===== config.mk =====
export PLATFORM = sky130hd
export DESIGN_NAME = irq_dispatch_ctrl
export DESIGN_NICKNAME = d
export VERILOG_FILES = /design/src/rtl/irq_dispatch_ctrl.sv
export SDC_FILE = /design/constraint.sdc
export NUM_CORES = 1
export LEC_CHECK = 0
export ABC_AREA = 1
export BUFFER_PORTS_ARGS = -buffer_cell sky130_fd_sc_hd__buf_2
export CAP_MARGIN = 20
export CORE_AREA = 2 2 39 41
export DETAILED_ROUTE_END_ITERATION = 8
export DIE_AREA = 0 0 41 43
export GPL_TIMING_DRIVEN = 0
export PLACE_DENSITY = 0.76
export SLEW_MARGIN = 25
export SYNTH_ARGS = -nofsm -noshare
export SYNTH_HDL_FRONTEND = slang
export SYNTH_SLANG_ARGS = --single-unit

===== constraint.sdc =====
create_clock -name clk -period 1.8 [get_ports clk]
set_input_delay 0.09 -clock clk [delete_from_list [all_inputs] [get_ports clk]]
set_output_delay 0.09 -clock clk [all_outputs]
set_load 0.02 [all_outputs]

===== src/rtl/irq_dispatch_ctrl.sv =====
// Edge-triggered interrupt dispatcher: four sources, one presented/in-service at a time.
// Optional rotating priority is enabled by defining IRQ_ROUND_ROBIN_EN (fixed priority otherwise).
module irq_dispatch_ctrl #(
   parameter int N_IRQ = 4,
   parameter int ID_W  = 2
) (
   input  logic              clk,
   input  logic              reset,
   input  logic [N_IRQ-1:0]  irq,
   input  logic [N_IRQ-1:0]  irq_mask,
   input  logic              int_ack,
   input  logic              eoi,
   output logic [ID_W-1:0]   int_id,
   output logic              int_valid,
   output logic              in_service,
   output logic [N_IRQ-1:0]  pending
);

   typedef enum logic [1:0] {
      IDLE    = 2'd0,
      REQ     = 2'd1,
      SERVICE = 2'd2
   } state_t;

   state_t             state_r;
   state_t             state_nx_s;
   logic [N_IRQ-1:0]   irq_q_r;
   logic [N_IRQ-1:0]   pending_r;
   logic [N_IRQ-1:0]   pending_nx_s;
   logic [ID_W-1:0]    int_id_r;
   logic [ID_W-1:0]    int_id_nx_s;
   logic               int_valid_r;
   logic               in_service_r;
   logic [N_IRQ-1:0]   rise_s;
   logic [N_IRQ-1:0]   eligible_s;
   logic [N_IRQ-1:0]   ack_clr_s;
   logic [ID_W-1:0]    search_start_s;

   // Lowest offset from start wins; iterating downward lets the last hit be the closest one.
   function automatic logic [ID_W-1:0] pick(input logic [N_IRQ-1:0] elig,
                                            input logic [ID_W-1:0]  start);
      logic [ID_W-1:0] idx;
      logic [ID_W-1:0] win;
      win = start;
      for (int i = N_IRQ - 1; i >= 0; i--) begin
         idx = start + ID_W'(i);
         if (elig[idx]) begin
            win = idx;
         end else begin
            win = win;
         end
      end
      return win;
   endfunction

   assign rise_s     = irq & ~irq_q_r;
   assign eligible_s = pending_r & ~irq_mask;
   assign ack_clr_s  = {{(N_IRQ-1){1'b0}}, 1'b1} << int_id_r;

`ifdef IRQ_ROUND_ROBIN_EN
   logic [ID_W-1:0] rr_ptr_r;

   assign search_start_s = rr_ptr_r;

   // Rotation pointer moves just past the source whose service has completed.
   always_ff @(posedge clk) begin
      if (reset) begin
         rr_ptr_r <= {ID_W{1'b0}};
      end else if ((state_r == SERVICE) && eoi) begin
         rr_ptr_r <= int_id_r + {{(ID_W-1){1'b0}}, 1'b1};
      end else begin
         rr_ptr_r <= rr_ptr_r;
      end
   end
`else
   assign search_start_s = {ID_W{1'b0}};
`endif

   // Next-state, winner selection and pending update.
   always_comb begin
      state_nx_s   = state_r;
      pending_nx_s = pending_r | rise_s;
      int_id_nx_s  = int_id_r;
      case (state_r)
         IDLE: begin
            if (eligible_s != {N_IRQ{1'b0}}) begin
               int_id_nx_s = pick(eligible_s, search_start_s);
               state_nx_s  = REQ;
            end else begin
               state_nx_s  = IDLE;
            end
         end
         REQ: begin
            // A fresh edge in the ack cycle re-arms the bit it is clearing.
            if (int_ack) begin
               pending_nx_s = (pending_r & ~ack_clr_s) | rise_s;
               state_nx_s   = SERVICE;
            end else if (irq_mask[int_id_r]) begin
               state_nx_s   = IDLE;
            end else begin
               state_nx_s   = REQ;
            end
         end
         SERVICE: begin
            if (eoi) begin
               state_nx_s = IDLE;
            end else begin
               state_nx_s = SERVICE;
            end
         end
         default: begin
            state_nx_s = IDLE;
         end
      endcase
   end

   // State and registered outputs.
   always_ff @(posedge clk) begin
      if (reset) begin
         state_r      <= IDLE;
         irq_q_r      <= {N_IRQ{1'b0}};
         pending_r    <= {N_IRQ{1'b0}};
         int_id_r     <= {ID_W{1'b0}};
         int_valid_r  <= 1'b0;
         in_service_r <= 1'b0;
      end else begin
         state_r      <= state_nx_s;
         irq_q_r      <= irq;
         pending_r    <= pending_nx_s;
         int_id_r     <= int_id_nx_s;
         int_valid_r  <= (state_nx_s == REQ);
         in_service_r <= (state_nx_s == SERVICE);
      end
   end

   assign int_id     = int_id_r;
   assign int_valid  = int_valid_r;
   assign in_service = in_service_r;
   assign pending    = pending_r;

endmodule


==> results.md, run 1 <==
- Outcome: complete, no violations
- Commonest non-fill, non-tap cell in the layout: nand2_1
- DR WL met2: 568 um
- CTS H-Tree Depth: 1
- Initial DRC count: 5
- Final setup fails: 0
- Top-area cell type share of the netlist area: approximately half
- Fill cells: 149
- Drt wl/cell: 9.26 um
- DR top layer: met4
- Seq/Total Area, Yosys: 48.6%
- Commonest cells after routing, fill and taps aside: 23 x nand2_1, 19 x buf_2, 15 x inv_1
- Share of layout cells above drive strength 1: a little under a quarter
- Die height: between 40 and 50 um
- Leak Pwr: approximately 0.41 nW
- Initial Utilization: about two fifths
- Routed Antenna Nets: 0
- Tot Pwr: between 700 and 800 uW
- GRT Total Usage: approximately 15%
- Slew Viols, Final: 0
- Final worst slack: 0.746 ns
- Area Overhead vs Synth: 26.2%
- Final period util: 58.5%
- Vias in the first global route: 491
- Overflow after GRT: 0
- First-pass GRT wire length: approximately 1800 um
- Flops & latches, synth: 14
- PwrDens: a little over 1000 mW/mm^2
- Clock buffer depth: 2
- Nets: 119
- Worst reg-to-reg path cell count: 6
- Number of I/O port buffers: 19
- WL met1: approximately 510 um
- Core Area: 0.00138 mm^2
- Die area: ~0.0018 mm^2
- Setup Fix Bufs, Post-CTS: 0
- Tmin final: roughly 1.1 ns
- ANT cells: 0
- Synth unique cells: 12
- Worst-Margin Slew: 0.241 ns
- Crit Path Category: reg2reg
- Fin Setup TNS: 0 ns
- Largest cells by area after synthesis: dfxtp_1 49%, nand2_1 15%, inv_1 9.8%
- Row count: 14
- DP Worst Slack: about 0.77 ns
- Clock Tree Root: clkbuf_4
- Flop2flop setup slack: 0.75 ns
- IO Pins: 20
- Reg clk slew, reported paths: ~0.090 ns
- Post-route clock skew: between 0.001 and 0.0015 ns
- Synth area leader: dfxtp_1
- YS warnings: 0
- Dpl hpwl: 843 um
- Hold Path End: irq_q_r[3]
- R2R Path End: int_valid
- Avg Cell Area, Syn: between 6 and 7 um^2
- Multi-input gate area: approximately 230 um^2
- CTS Buf Count: 3
- Mapped Cells: 83
- Via count: about 560
- Clock Latency Late Sink: approximately 0.27 ns
- Post-Syn Area: about 580 um^2
- Worst hold-check path type: in2reg
- Max FO, Critical Path: 8
- Cts hold-fix bufs: 0
- Max cap viols: 0
- Unrepaired setup endpoints after global routing: false
- Post-Route WL: 1130 um
- Reg-to-reg startpoint: int_id[1]
- CP arrival: between 1 and 1.5 ns
- CTS tree: done
- Antenna violations before repair: 0
- Sink Count: 14
- Vias/cell: 4.60
- Kind of start point of the critical path: register
- Mapped Nets: 95
- Hold depth: 3
- Rel. slew slack: between 80 and 90%
- Final Hold Vio Count: 0
- Largest net degree at the start of global routing: 11
- Max Fclk: ~950 MHz
- WL met3: roughly 36 um
- First-pass detailed-route iteration total: 4
- CP required: 1.97 ns
- Sequential Area: roughly 280 um^2
- Post-cts resize count: 0
- Die width: between 40 and 50 um
- Critical path endpoint category: register
- Hold Startpoint: irq[3]
- Peak supply drop: slightly above 0.0004 V
- Final GP Congestion: roughly 0.74
- DRC errors left: 0
[critical path, stage by stage, from the launching register on]
cell and delay (ns):
dfxtp_1 0.38, nor2_1 0.18, nand2_1 0.07, nand2_1 0.07, nor2_1 0.04, nor2_1 0.15
nor2_1 0.06
[registers in the layout, indices dropped and copies added, names as in the netlist]
signal	count
irq_q_r	4
int_id	2
int_valid	1
in_service	1
pending	4
state_r	2
[cell usage after synthesis]
cell,n
o22ai_1,1
o21a_1,2
nor2_1,10
nand3_1,11
dfxtp_1,14
nand2_1,23
inv_1,15
a21oi_1,1
o21ai_0,2
o31ai_1,1
buf_4,1
nor3_1,2
[through the flow]
step / area, um^2 / hold WS [ns] / instances / util [%]
2_1_floorplan: 577 / 0.162 / 83 / -
3_3_place_gp: 692 / 0.291 / 118 / 50.0
3_5_place_dp: 692 / 0.294 / 118 / 50.0
4_1_cts: 728 / 0.00918 / 122 / 52.6
5_1_grt: 728 / 0.0327 / 122 / 52.6
6_report: 728 / 0.00924 / 122 / 52.6
[final cells by class]
| type | instances | area share (%) |
|---|---|---|
| Timing Repair Buffer | 19 | 13.1 |
| Clock buffer | 4 | 4.98 |
| Multi-Input combinational cell | 53 | 32.0 |
| Inverter | 15 | 7.73 |
| Tap cell | 16 | 2.75 |
| Buffer | 1 | 1.03 |
| Sequential cell | 14 | 38.5 |
[logic make-up (layout without fill, tap and decap cells)]
| logic type | count (synthesis) | in the layout | share of synthesized area, % |
|---|---|---|---|
| compound gates | 7 | 7 | 7.59 |
| flops | 14 | 14 | 48.6 |
| buf+inv | 16 | 39 | 11.1 |
| simple gates | 46 | 46 | 32.8 |
[where the power goes]
part | leakage [nW] | total, mW | switching (mW) | internal (mW)
clock | 0.0210 | 0.226 | 0.103 | 0.123
combinational | 0.275 | 0.147 | 0.0923 | 0.0551
sequential | 0.116 | 0.363 | 0.0236 | 0.339
total | 0.412 | 0.737 | 0.219 | 0.517
[worst max path at each step]
stage,from,to,depth (start not counted)
after detailed placement,int_id[1],int_valid,6
final,int_id[1],int_valid,6
after CTS,int_id[1],int_valid,6
after global routing,state_r[1],pending[2],6
after floorplan,int_id[1],int_valid,5
after global placement,int_id[1],int_valid,6
[layer usage]
layer  vias up  global-route usage (%)
met3         2                    3.14
li1        301                       -
met1       249                    17.7
met5         -                       0
met2         9                    24.4
met4         0                    6.00
Power figures use the tool's default switching activity.
==> run 2: changes to the inputs <==
- ABC_AREA: 1 -> 0
- PLACE_DENSITY: 0.76 -> 0.74
- clock period: 1.8 -> 1.04 ns (I/O delays scaled with it)
==> results.md, run 2 <==
- CTS Buf Count: 3
- ANT cells: 0
- Seq pwr share: 51.7%
- Initial Utilization: 40.2%
- Worst-Margin Slew: 0.285 ns
- Worst hold-check path type: in2reg
- Share of layout cells above drive strength 1: roughly 51%
- Max Fclk: between 600 and 700 MHz
- Tot Pwr: 1.17 mW
- Dpl hpwl: 884 um
- Fraction of registers with async set/reset: 0%
- Critical path endpoint category: register
- Rel. slew slack: between 80% and 90%
- Nets: about 100
- DRC errors left: 0
- Routed Antenna Nets: 0
- Final setup fails: 7
- Hold Path End: irq_q_r[0]
- Crit Path Category: reg2reg
- First-pass GRT wire length: approximately 2100 um
- Clock Tree Root: clkbuf_4
- GRT Total Usage: between 10% and 20%
- CP required: 1.25 ns
- Switch Pwr: roughly 320 uW
- Internal power: around 860 uW
- Clock group share of total power: a little over a quarter
- Commonest cells after routing, fill and taps aside: 20 x buf_2, 8 x a21oi_1, 7 x dfxtp_1
- Dominant cell by count in the synthesized netlist: dfxtp_1
- Kind of start point of the critical path: register
- Post-route clock skew: a little under 0.0005 ns
- CTS H-Tree Depth: 1
- Area Overhead vs Synth: 47.6%
- Top-area cell type share of the netlist area: between 50% and 60%
- Final GP Congestion: 0.703
- PwrDens: around 1400 mW/mm^2
- Synth area leader: dfxtp_1
- Largest cells by area after synthesis: dfxtp_1 50%, a21oi_1 9.0%, nand2b_1 5.6%
- Sw Ratio: a little over a quarter
- Row count: 14
- Final Hold Vio Count: 0
- CP arrival: ~1.8 ns
- Mapped Cells: 57
- Post-place instance area: 693 um^2
- Synth unique cells: 19
- Fill cells: 131
- Peak supply drop: 0.000981 V
- Via count: between 500 and 600
- First-pass detailed-route iteration total: 3
- CTS tree: done
- Vias/cell: between 4 and 5
- Mapped Nets: a little under 70
- Worst reg-to-reg path cell count: 3
- Reg-to-reg startpoint: int_id[0]
- Hold Startpoint: irq[0]
- Sink Count: 14
- Unrepaired setup endpoints after global routing: true
- Die area: between 0.0015 and 0.002 mm^2
- Max cap viols: 0
- Slew Viols, Final: 0
- Vias in the first global route: 507
- Overflow after GRT: 0
- Die height: ~43 um
- IO Pins: 20
- Final worst slack: -0.519 ns
- Tmin final: about 1.6 ns
- Number of synthesized flops with an enable pin: 0
- Core Area: 0.00138 mm^2
- Number of I/O port buffers: 19
- Final instance area: between 800 and 900 um^2
- Leak Pwr: around 0.35 nW
- Flops & latches, synth: 14
- Reg clk slew, reported paths: approximately 0.08 ns
- Clock Latency Late Sink: 0.27 ns
- Post-Syn Area: roughly 560 um^2
- Flop2flop setup slack: -0.52 ns
- Post-Route WL: 1280 um
- Avg Cell Area, Syn: 9.77 um^2
- Initial DRC count: 5
- Commonest non-fill, non-tap cell in the layout: buf_2
- Final period util: 150%
- Die width: roughly 41 um
- Drt wl/cell: around 12 um
- Synth Flop Type: dfxtp_1
- Largest net degree at the start of global routing: 11
- Max FO, Critical Path: 2
- Clock buffer depth: 2
- Seq/Total Area, Yosys: 50.3%
- Gate power share: 21.6%
- R2R Path End: state_r[0]
- Failing checks: setup timing
- Hold depth: 2
- YS warnings: 0
- Outcome: finished, violations left
- Antenna violations before repair: 0
- Post-synth top cells: 14 x dfxtp_1, 10 x a21oi_1, 5 x nand2b_1, 5 x nor2b_1
## run 2: stage by stage
stage                     instances  setup TNS (ns)  hold slack (ns)  setup WS [ns]  util (%)
final                           104           -1.92          0.00765         -0.519      59.4
after global routing            104           -2.49           0.0160         -0.572      59.4
after CTS                       104           -1.94          0.00263         -0.512      58.8
after detailed placement         92           -1.71            0.283         -0.527      50.1
after global placement           92           -1.48            0.273         -0.513      50.1
after floorplan                  57           -1.29            0.124         -0.518         -
## run 2: cells by family (layout without fill, tap and decap cells)
logic type      Yosys count  in the layout  share of synthesized area (%)
flops                    14             14                           50.3
simple gates             21             21                           23.4
buf+inv                   3             34                           2.25
mux                       1              1                           4.04
compound gates           18             18                           20.0
## run 2: final cells by class
cell class | instances | area (um^2) | share of cell area, %
plain buffers | 1 | 5.00 | 0.609
clock buffers | 4 | 26.3 | 3.20
inverters | 2 | 7.51 | 0.913
multi-input cells | 40 | 307 | 37.3
flip-flops and latches | 14 | 294 | 35.8
well taps | 16 | 20.0 | 2.44
repair buffers | 27 | 163 | 19.8
## run 2: critical path: stages, from the launching register on
cell and delay [ns]:
dfxtp_4 0.36, mux4_2 0.48, or4b_4 0.51, a21oi_2 0.14
## run 2: worst max path at each step
stage                     startpoint          to  cells past startpoint
after floorplan            int_id[0]   int_valid                      3
after CTS                  int_id[0]   int_valid                      3
after global placement     int_id[0]  state_r[0]                      3
final                      int_id[0]  state_r[0]                      3
after global routing       int_id[0]  state_r[0]                      3
after detailed placement   int_id[0]   int_valid                      3
## run 2: routing by layer
layer,up-vias,track usage (%),share of wire [%],wire length [um]
li1,261,-,-,-
met1,236,20.1,42,534
met2,18,28.7,52,660
met3,2,4.71,5.7,73
met4,0,8.00,0.86,11
met5,-,0,0,0
## run 2: repair_timing
item	in CTS	in global routing
resized for setup	7	3
setup endpoints to repair	7	9
pin swaps	4	1
hold endpoints to repair	4	0
hold buffers	3	0
buffers inserted	5	0
## run 2: power groups by stage
stage	Clock, mW	Combinational, mW	Sequential (mW)
finish	0.313	0.254	0.607
CTS	0.327	0.247	0.607
floorplan	0	0.0960	0.643
global route	0.349	0.274	0.612
detailed placement	0	0.195	0.617
global placement	0	0.189	0.616
